[src/rtl/duty_button_conditioner_if.sv]
// Button/command bundle between the raw duty buttons, the sample strobe and the PWM command consumer.
interface duty_button_conditioner_if;
    logic sample_en;
    logic btn_inc_raw;
    logic btn_dec_raw;
    logic duty_inc;
    logic duty_dec;
    logic inc_level;
    logic dec_level;

    modport master (
        output sample_en, btn_inc_raw, btn_dec_raw,
        input  duty_inc, duty_dec, inc_level, dec_level
    );

    modport slave (
        input  sample_en, btn_inc_raw, btn_dec_raw,
        output duty_inc, duty_dec, inc_level, dec_level
    );
endinterface

[src/rtl/duty_button_conditioner.sv]
// Synchronize, debounce and edge-detect the duty inc/dec buttons into arbitrated 1-clk command pulses.
// Optional auto-repeat while held: define DUTY_BTN_AUTO_REPEAT_EN.
module duty_button_conditioner #(
    parameter int DEBOUNCE_CYCLES = 4,
    parameter int REPEAT_DELAY    = 8,
    parameter int REPEAT_PERIOD   = 4
) (
    input  logic                        clk,
    input  logic                        rst_n,
    duty_button_conditioner_if.slave    bus
);

    typedef enum logic [1:0] {
        RELEASED        = 2'd0,
        CONFIRM_PRESS   = 2'd1,
        PRESSED         = 2'd2,
        CONFIRM_RELEASE = 2'd3
    } state_t;

    localparam int CW = $clog2(DEBOUNCE_CYCLES) + 1;
    localparam logic [CW-1:0] CNT_LAST = CW'(DEBOUNCE_CYCLES - 1);

    generate
        if (DEBOUNCE_CYCLES < 2 || REPEAT_DELAY < 1 || REPEAT_PERIOD < 1) begin : g_param_check
            $error("duty_button_conditioner: illegal parameter value");
        end
    endgenerate

    // Bit 0 is the increase button, bit 1 the decrease button.
    logic [1:0] raw_vec;
    logic [1:0] sync1_reg;
    logic [1:0] sync2_reg;
    logic [1:0] press_evt;
    logic [1:0] level_vec;
    logic       duty_inc_reg;
    logic       duty_dec_reg;

    assign raw_vec = {bus.btn_dec_raw, bus.btn_inc_raw};

    always_ff @(posedge clk) begin
        if (!rst_n) begin
            sync1_reg <= 2'b00;
            sync2_reg <= 2'b00;
        end else begin
            sync1_reg <= raw_vec;
            sync2_reg <= sync1_reg;
        end
    end

    generate
        for (genvar gi = 0; gi < 2; gi++) begin : g_btn
            state_t          state_reg;
            state_t          state_next;
            logic [CW-1:0]   cnt_reg;
            logic [CW-1:0]   cnt_next;
            logic            level_reg;
            logic            base_evt;
            logic            s;

            assign s = sync2_reg[gi];

            always_ff @(posedge clk) begin
                if (!rst_n) begin
                    state_reg <= RELEASED;
                    cnt_reg   <= '0;
                    level_reg <= 1'b0;
                end else begin
                    state_reg <= state_next;
                    cnt_reg   <= cnt_next;
                    level_reg <= (state_next == PRESSED) || (state_next == CONFIRM_RELEASE);
                end
            end

            always_comb begin
                state_next = state_reg;
                cnt_next   = cnt_reg;
                base_evt   = 1'b0;
                if (bus.sample_en) begin
                    case (state_reg)
                        RELEASED: begin
                            if (s) begin
                                state_next = CONFIRM_PRESS;
                                cnt_next   = CW'(1);
                            end
                        end
                        CONFIRM_PRESS: begin
                            if (!s) begin
                                state_next = RELEASED;
                            end else if (cnt_reg == CNT_LAST) begin
                                state_next = PRESSED;
                                base_evt   = 1'b1;
                            end else begin
                                cnt_next = cnt_reg + CW'(1);
                            end
                        end
                        PRESSED: begin
                            if (!s) begin
                                state_next = CONFIRM_RELEASE;
                                cnt_next   = CW'(1);
                            end
                        end
                        CONFIRM_RELEASE: begin
                            if (s) begin
                                state_next = PRESSED;
                            end else if (cnt_reg == CNT_LAST) begin
                                state_next = RELEASED;
                            end else begin
                                cnt_next = cnt_reg + CW'(1);
                            end
                        end
                        default: begin
                            state_next = RELEASED;
                            cnt_next   = '0;
                        end
                    endcase
                end
            end

`ifdef DUTY_BTN_AUTO_REPEAT_EN
            localparam int RMAX = (REPEAT_DELAY > REPEAT_PERIOD) ? REPEAT_DELAY : REPEAT_PERIOD;
            localparam int RW   = $clog2(RMAX + 1);
            localparam logic [RW-1:0] DELAY_TGT  = RW'(REPEAT_DELAY);
            localparam logic [RW-1:0] PERIOD_TGT = RW'(REPEAT_PERIOD);

            logic [RW-1:0] rcnt_reg;
            logic [RW-1:0] rcnt_next;
            logic          repeated_reg;
            logic          repeated_next;
            logic          rep_fire;
            logic [RW-1:0] rcnt_inc;
            logic [RW-1:0] rep_target;

            assign rcnt_inc   = rcnt_reg + RW'(1);
            assign rep_target = repeated_reg ? PERIOD_TGT : DELAY_TGT;

            always_ff @(posedge clk) begin
                if (!rst_n) begin
                    rcnt_reg     <= '0;
                    repeated_reg <= 1'b0;
                end else begin
                    rcnt_reg     <= rcnt_next;
                    repeated_reg <= repeated_next;
                end
            end

            // Count only ticks spent stably in PRESSED; a release bounce freezes the count.
            always_comb begin
                rcnt_next     = rcnt_reg;
                repeated_next = repeated_reg;
                rep_fire      = 1'b0;
                if ((state_reg == CONFIRM_PRESS && state_next == PRESSED) || state_next == RELEASED) begin
                    rcnt_next     = '0;
                    repeated_next = 1'b0;
                end else if (bus.sample_en && state_reg == PRESSED && s) begin
                    if (rcnt_inc == rep_target) begin
                        rep_fire      = 1'b1;
                        rcnt_next     = '0;
                        repeated_next = 1'b1;
                    end else begin
                        rcnt_next = rcnt_inc;
                    end
                end
            end

            assign press_evt[gi] = base_evt | rep_fire;
`else
            assign press_evt[gi] = base_evt;
`endif
            assign level_vec[gi] = level_reg;
        end
    endgenerate

    // Coincident inc/dec commands cancel each other.
    always_ff @(posedge clk) begin
        if (!rst_n) begin
            duty_inc_reg <= 1'b0;
            duty_dec_reg <= 1'b0;
        end else begin
            duty_inc_reg <= press_evt[0] & ~press_evt[1];
            duty_dec_reg <= press_evt[1] & ~press_evt[0];
        end
    end

    assign bus.duty_inc  = duty_inc_reg;
    assign bus.duty_dec  = duty_dec_reg;
    assign bus.inc_level = level_vec[0];
    assign bus.dec_level = level_vec[1];

endmodule

[src/flat_wrapper.sv]
// flat-port wrapper written by rule: the top's interface ports become plain ports
module duty_button_conditioner_flat 
#(
    parameter int DEBOUNCE_CYCLES = 4,
    parameter int REPEAT_DELAY    = 8,
    parameter int REPEAT_PERIOD   = 4
)
  (clk, rst_n, bus_sample_en, bus_btn_inc_raw, bus_btn_dec_raw, bus_duty_inc, bus_duty_dec, bus_inc_level, bus_dec_level);
  duty_button_conditioner_if bus_i ();
  input  logic clk;
  input  logic rst_n;
  input wire logic [$bits(bus_i.sample_en)-1:0] bus_sample_en;
  input wire logic [$bits(bus_i.btn_inc_raw)-1:0] bus_btn_inc_raw;
  input wire logic [$bits(bus_i.btn_dec_raw)-1:0] bus_btn_dec_raw;
  output wire logic [$bits(bus_i.duty_inc)-1:0] bus_duty_inc;
  output wire logic [$bits(bus_i.duty_dec)-1:0] bus_duty_dec;
  output wire logic [$bits(bus_i.inc_level)-1:0] bus_inc_level;
  output wire logic [$bits(bus_i.dec_level)-1:0] bus_dec_level;
  assign bus_i.sample_en = bus_sample_en;
  assign bus_i.btn_inc_raw = bus_btn_inc_raw;
  assign bus_i.btn_dec_raw = bus_btn_dec_raw;
  assign bus_duty_inc = bus_i.duty_inc;
  assign bus_duty_dec = bus_i.duty_dec;
  assign bus_inc_level = bus_i.inc_level;
  assign bus_dec_level = bus_i.dec_level;
  duty_button_conditioner #(.DEBOUNCE_CYCLES(DEBOUNCE_CYCLES), .REPEAT_DELAY(REPEAT_DELAY), .REPEAT_PERIOD(REPEAT_PERIOD)) u_core (.clk(clk), .rst_n(rst_n), .bus(bus_i));
endmodule
[config.mk]
export PLATFORM = sky130hd
export DESIGN_NAME = duty_button_conditioner_flat
export DESIGN_NICKNAME = d
export VERILOG_FILES = /design/src/rtl/duty_button_conditioner_if.sv /design/src/rtl/duty_button_conditioner.sv /design/src/flat_wrapper.sv
export SDC_FILE = /design/constraint.sdc
export NUM_CORES = 1
export LEC_CHECK = 0
export CAP_MARGIN = 20
export CORE_MARGIN = 3
export CORE_UTILIZATION = 44
export CTS_CLUSTER_DIAMETER = 200
export DETAILED_ROUTE_END_ITERATION = 8
export PLACE_DENSITY = 0.66
export REMOVE_ABC_BUFFERS = 1
export SLEW_MARGIN = 20
export SYNTH_ARGS = -nofsm -noshare
export SYNTH_HDL_FRONTEND = slang
export SYNTH_SLANG_ARGS = --single-unit
[constraint.sdc]
create_clock -name clk -period 1.3 [get_ports clk]
set_input_delay 0.26 -clock clk [delete_from_list [all_inputs] [get_ports clk]]
set_output_delay 0.26 -clock clk [all_outputs]
set_load 0.005 [all_outputs]
# Word level (Yosys, flattened, before mapping)
# Cells that the tools add are included.
# totals
regBits	18
out_inout_bits	4
elab_cells	78
# classes
addsub	2
n_eq_ne	20
mux	36
bitwise	4
reduce_logical	6
# ops
operator	n
3-bit 2-to-1 mux	10
2-bit 2-to-1 mux	14
3-bit case mux with 4 select lines	2
2-bit equality test, second input constant	8
2-bit case mux with 4 select lines	2
5-bit AND reduction	2
1-bit 2-to-1 mux	8
2-bit by 1-bit inequality test with 1-bit output, second input constant	4
2-bit inequality test, second input constant	4
3-bit by 1-bit adder with 3-bit output, second input constant	2
3-bit by 2-bit equality test with 1-bit output, second input constant	2
2-bit by 1-bit equality test with 1-bit output, second input constant	2
2-bit zero test	2
1-bit AND	2
1-bit logical OR	2
1-bit NOT	2

# Depth between registers and ports, before layout
# depth
word_depth	7
mapped_depth	5
depth_no_buf	5

# Least setup slack after synthesis
# OpenSTA, ideal clock, no wires.
# synth_timing
path_type	reg-to-reg
start	register u_core.g_btn[0].cnt_reg[0]
end	register u_core.g_btn[0].cnt_reg[1]
setup_time_ns	0.123
arrival_time_ns	1.041
required_ns	1.177
path_slack_ns	0.136
stages_incl_launch_ff	6
n_path_buf	0
period_less_slack_ns	1.164
cell_sequence	dfxtp_1 > ha_1 > ha_1 > nand2_1 > nand3_1 > mux2i_1
# synth_between
elab_chain_cells	4
word_cells_on_any_way	6
cone_classes	add/sub (1); eq/ne (1); mux (4)
# synth_rtl
element	line_no	text
start: declaration	duty_button_conditioner.sv:54	logic [CW-1:0] cnt_reg;
start signal: assignment	duty_button_conditioner.sv:69	cnt_reg <= cnt_next;
3-bit by 1-bit adder with 3-bit output or 3-bit by 2-bit equality test with 1-bit output (tied branches)	n/a	
3-bit 2-to-1 mux (*)	duty_button_conditioner.sv:89, duty_button_conditioner.sv:105	
3-bit 2-to-1 mux (on tied branches)	duty_button_conditioner.sv:103, duty_button_conditioner.sv:87	
3-bit case mux with 4 select lines (*)	duty_button_conditioner.sv:79	case (state_reg)
# Mark *: on every way between the ends. The rest lies on a longest branch, timed or not. The select of a mux whose other input is x is not followed.
# A chain may end at the register's enable or synchronous reset.

# Final worst setup path
# layout_timing
start	input port bus_sample_en
end	register u_core.duty_dec_reg, in the netlist u_core.bus.duty_dec
# layout_between
elab_chain_cells	3
word_cells_on_any_way	4
cone_classes	mux (2); bitwise (2)
# layout_rtl
element	line_no	text
start: declaration	flat_wrapper.sv:12	input wire logic [$bits(bus_i.sample_en)-1:0] bus_sample_en;
1-bit 2-to-1 mux	duty_button_conditioner.sv:78	if (bus.sample_en) begin
1-bit NOT	duty_button_conditioner.sv:180	duty_dec_reg <= press_evt[1] & ~press_evt[0];
1-bit AND (*)	duty_button_conditioner.sv:180	
end signal: assignment	duty_button_conditioner.sv:180	
end: declaration	duty_button_conditioner.sv:36	logic duty_dec_reg;
# Mark *: on every way between the ends. The rest lies on a longest branch, timed or not.

==> results_dict.tcl <==
set metrics [dict create \
    rrSetupSlack_ns 0.09 \
    clk_pin_slew_ns 0.10 \
    antenna_found_initial 0 \
    grt_pass1_vias 435 \
    vias 513 \
    required_ns 1.54 \
    dieArea_um2 2180 \
    crit_path_end_kind "flop" \
    yosys_warnings 0 \
    cts_tree "built" \
    synth.distinct_cells 21 \
    hold_viol_final 0 \
    syn-cell-area_um2 728 \
    cts_inserted_buffers 3 \
    final_antenna_net_count 0 \
    gp_congestion 0.717 \
    crit_path_max_incr_delay_ns 0.66 \
    syn_to_final_growth_pct 28.0 \
    worst_path_max_delay_cell "clkdlybuf4s50_1" \
    via_per_inst 5.03 \
    nets 96 \
    stdcell_area_um2 932 \
    syn_area_per_cell_um2 10.4 \
    cts_root_buf "clkbuf_4" \
    setup_viol 0 \
    htreeDepth 1 \
    drt_first_pass_iters 2 \
    holdBufCountCts 0 \
    layout_common_cells "14 x dfxtp_1, 7 x nand2_1, 6 x mux2i_1, 6 x buf_4, 5 x nand2b_1" \
    tightest_slew_ns 0.321 \
    diodes 0 \
    start_util_pct 47.8 \
    period_share_pct 95.3 \
    io_pins 9 \
    hpwl_um 834 \
    max_slew_margin_pct 78.5 \
    syn_inst 70 \
    report.final.slew_viol_count 0 \
    overflow 0 \
    synth_top_area_share_pct 46.7 \
    cp_max_fo 8 \
    drc 0 \
    power_per_cell_area_nw_per_um2 943 \
    min_period_ns 1.24 \
    setup_tns_ns 0 \
    grt_usage_pct 12.5 \
    peakVddDrop_mv 0.603 \
    max_freq_ghz 0.808 \
    critical_path_class "in -> reg" \
    drt_iter0_markers 4 \
    placed_cell_area_um2 850 \
    synth.area.top_cells "dfxtp_1 47%, mux2i_1 8.2%, ha_1 6.9%, nand2b_1 4.3%, nand3_2 4.1%" \
    synth_top_cell_by_area "dfxtp_1" \
    wl_um 1150 \
    crit_arrival_ns 1.48 \
    hold_path_class "reg -> reg" \
    io_buffers 8 \
    fin_hold_ws_ns 0.444 \
    clk_latency_ns 0.29 \
    layout_commonest_cell "dfxtp_1" \
    grt_pass1_wl_um 1840 \
    critical_path.cell_chain "clkdlybuf4s50_1 -> nand3_2 -> nor3b_2 -> o211a_1" \
    wl_per_cell_um 11.3 \
    die_w_um 46.7 \
    rsz0062_at_grt "false" \
    ys_ff_latch 17 \
    clock-sinks 17 \
    drive_gt1_share_pct 26.7 \
    chipHeight_um 46.7 \
    ys_seq_area_share_pct 46.7 \
    status "finished clean" \
    fp-row-count 14 \
    maxCapViolations 0 \
    core_area_um2 1520 \
    final_util_pct 61.2 \
    skew_ns 0.00444 \
    p_leak_uw 0.000405 \
    grt_max_degree 11 \
    cts_max_path_buffers 2 \
    startpoint_type "primary input" \
]
## power by group
| part | internal (uW) | leakage, uW | switching [uW] |
|---|---|---|---|
| Clock | 114 | 0.0000177 | 168 |
| Sequential | 530 | 0.000140 | 7.28 |
| Combinational | 34.7 | 0.000247 | 24.3 |
## layer usage
layer | vias to the layer above | global-route usage [%] | wire length [um]
li1 | 271 | - | -
met1 | 230 | 15.7 | 573
met2 | 8 | 17.6 | 515
met3 | 4 | 3.52 | 37
met4 | 0 | 9.94 | 23
met5 | - | 0 | 0
## path summary, 6_finish.rpt
kind                                                 start                  end  cells after the start
worst max-delay path                         bus_sample_en  u_core.bus.duty_dec                      4
worst min-delay path                   u_core.sync1_reg[1]  u_core.sync2_reg[1]                      1
worst max register to register  u_core.g_btn[1].cnt_reg[0]  u_core.bus.duty_dec                      5
worst min register to register         u_core.sync1_reg[1]  u_core.sync2_reg[1]                      1
## kinds of logic after synthesis
group,Yosys count,synth area share [%]
adders and majority gates,4,6.87
buffers and inverters,4,2.23
muxes,6,8.25
AOI/OAI and AO/OA,7,7.90
and+or+nand+nor,30,25.6
DFF,17,46.7
xor gates and xnor gates,2,2.41
## metrics by stage
stage / std cells / setup slack [ns] / power [uW]
after detailed placement: 96 / -0.264 / 605
final: 102 / 0.0617 / 879
after global routing: 102 / 0.00687 / 925
after global placement: 96 / -0.186 / 604
after floorplan: 68 / 0.136 / 568
after CTS: 101 / 0.0103 / 890
## worst max-delay path: cells and delay by family
kind	cells	cell delay (ns)
compound gates	1	0.17
buf+inv	1	0.66
simple gates	2	0.40
## what timing repair did
action	in CTS	in global routing
setup buffers	1	1
endpoints found under the setup margin	6	9
pin swaps	2	3
gates resized for setup	8	8
## cell usage after synthesis
| library cell | instances |
|---|---|
| o21bai_1 | 2 |
| nor4b_1 | 1 |
| inv_1 | 2 |
| a21boi_1 | 1 |
| buf_2 | 1 |
| nand3b_1 | 2 |
| nand2b_1 | 5 |
| ha_1 | 4 |
| mux2i_1 | 6 |
| xor2_1 | 2 |
| dfxtp_1 | 17 |
| nand2_1 | 8 |
| nand3_2 | 3 |
| a21boi_0 | 1 |
| nand3_1 | 3 |
| and2_1 | 4 |
| clkbuf_1 | 1 |
| o211a_1 | 1 |
| nor3b_2 | 1 |
| a41oi_1 | 2 |
| nor2b_1 | 3 |
## cell type report
cell class / count / area [um2]
clock inverters: 1 / 5.00
well taps: 16 / 20.0
clock buffers: 3 / 22.5
fillers: 137 / 592
multi-input cells: 49 / 413
flip-flops and latches: 17 / 344
repair buffers: 14 / 120
inverters: 2 / 7.51
Power figures use the tool's default switching activity.
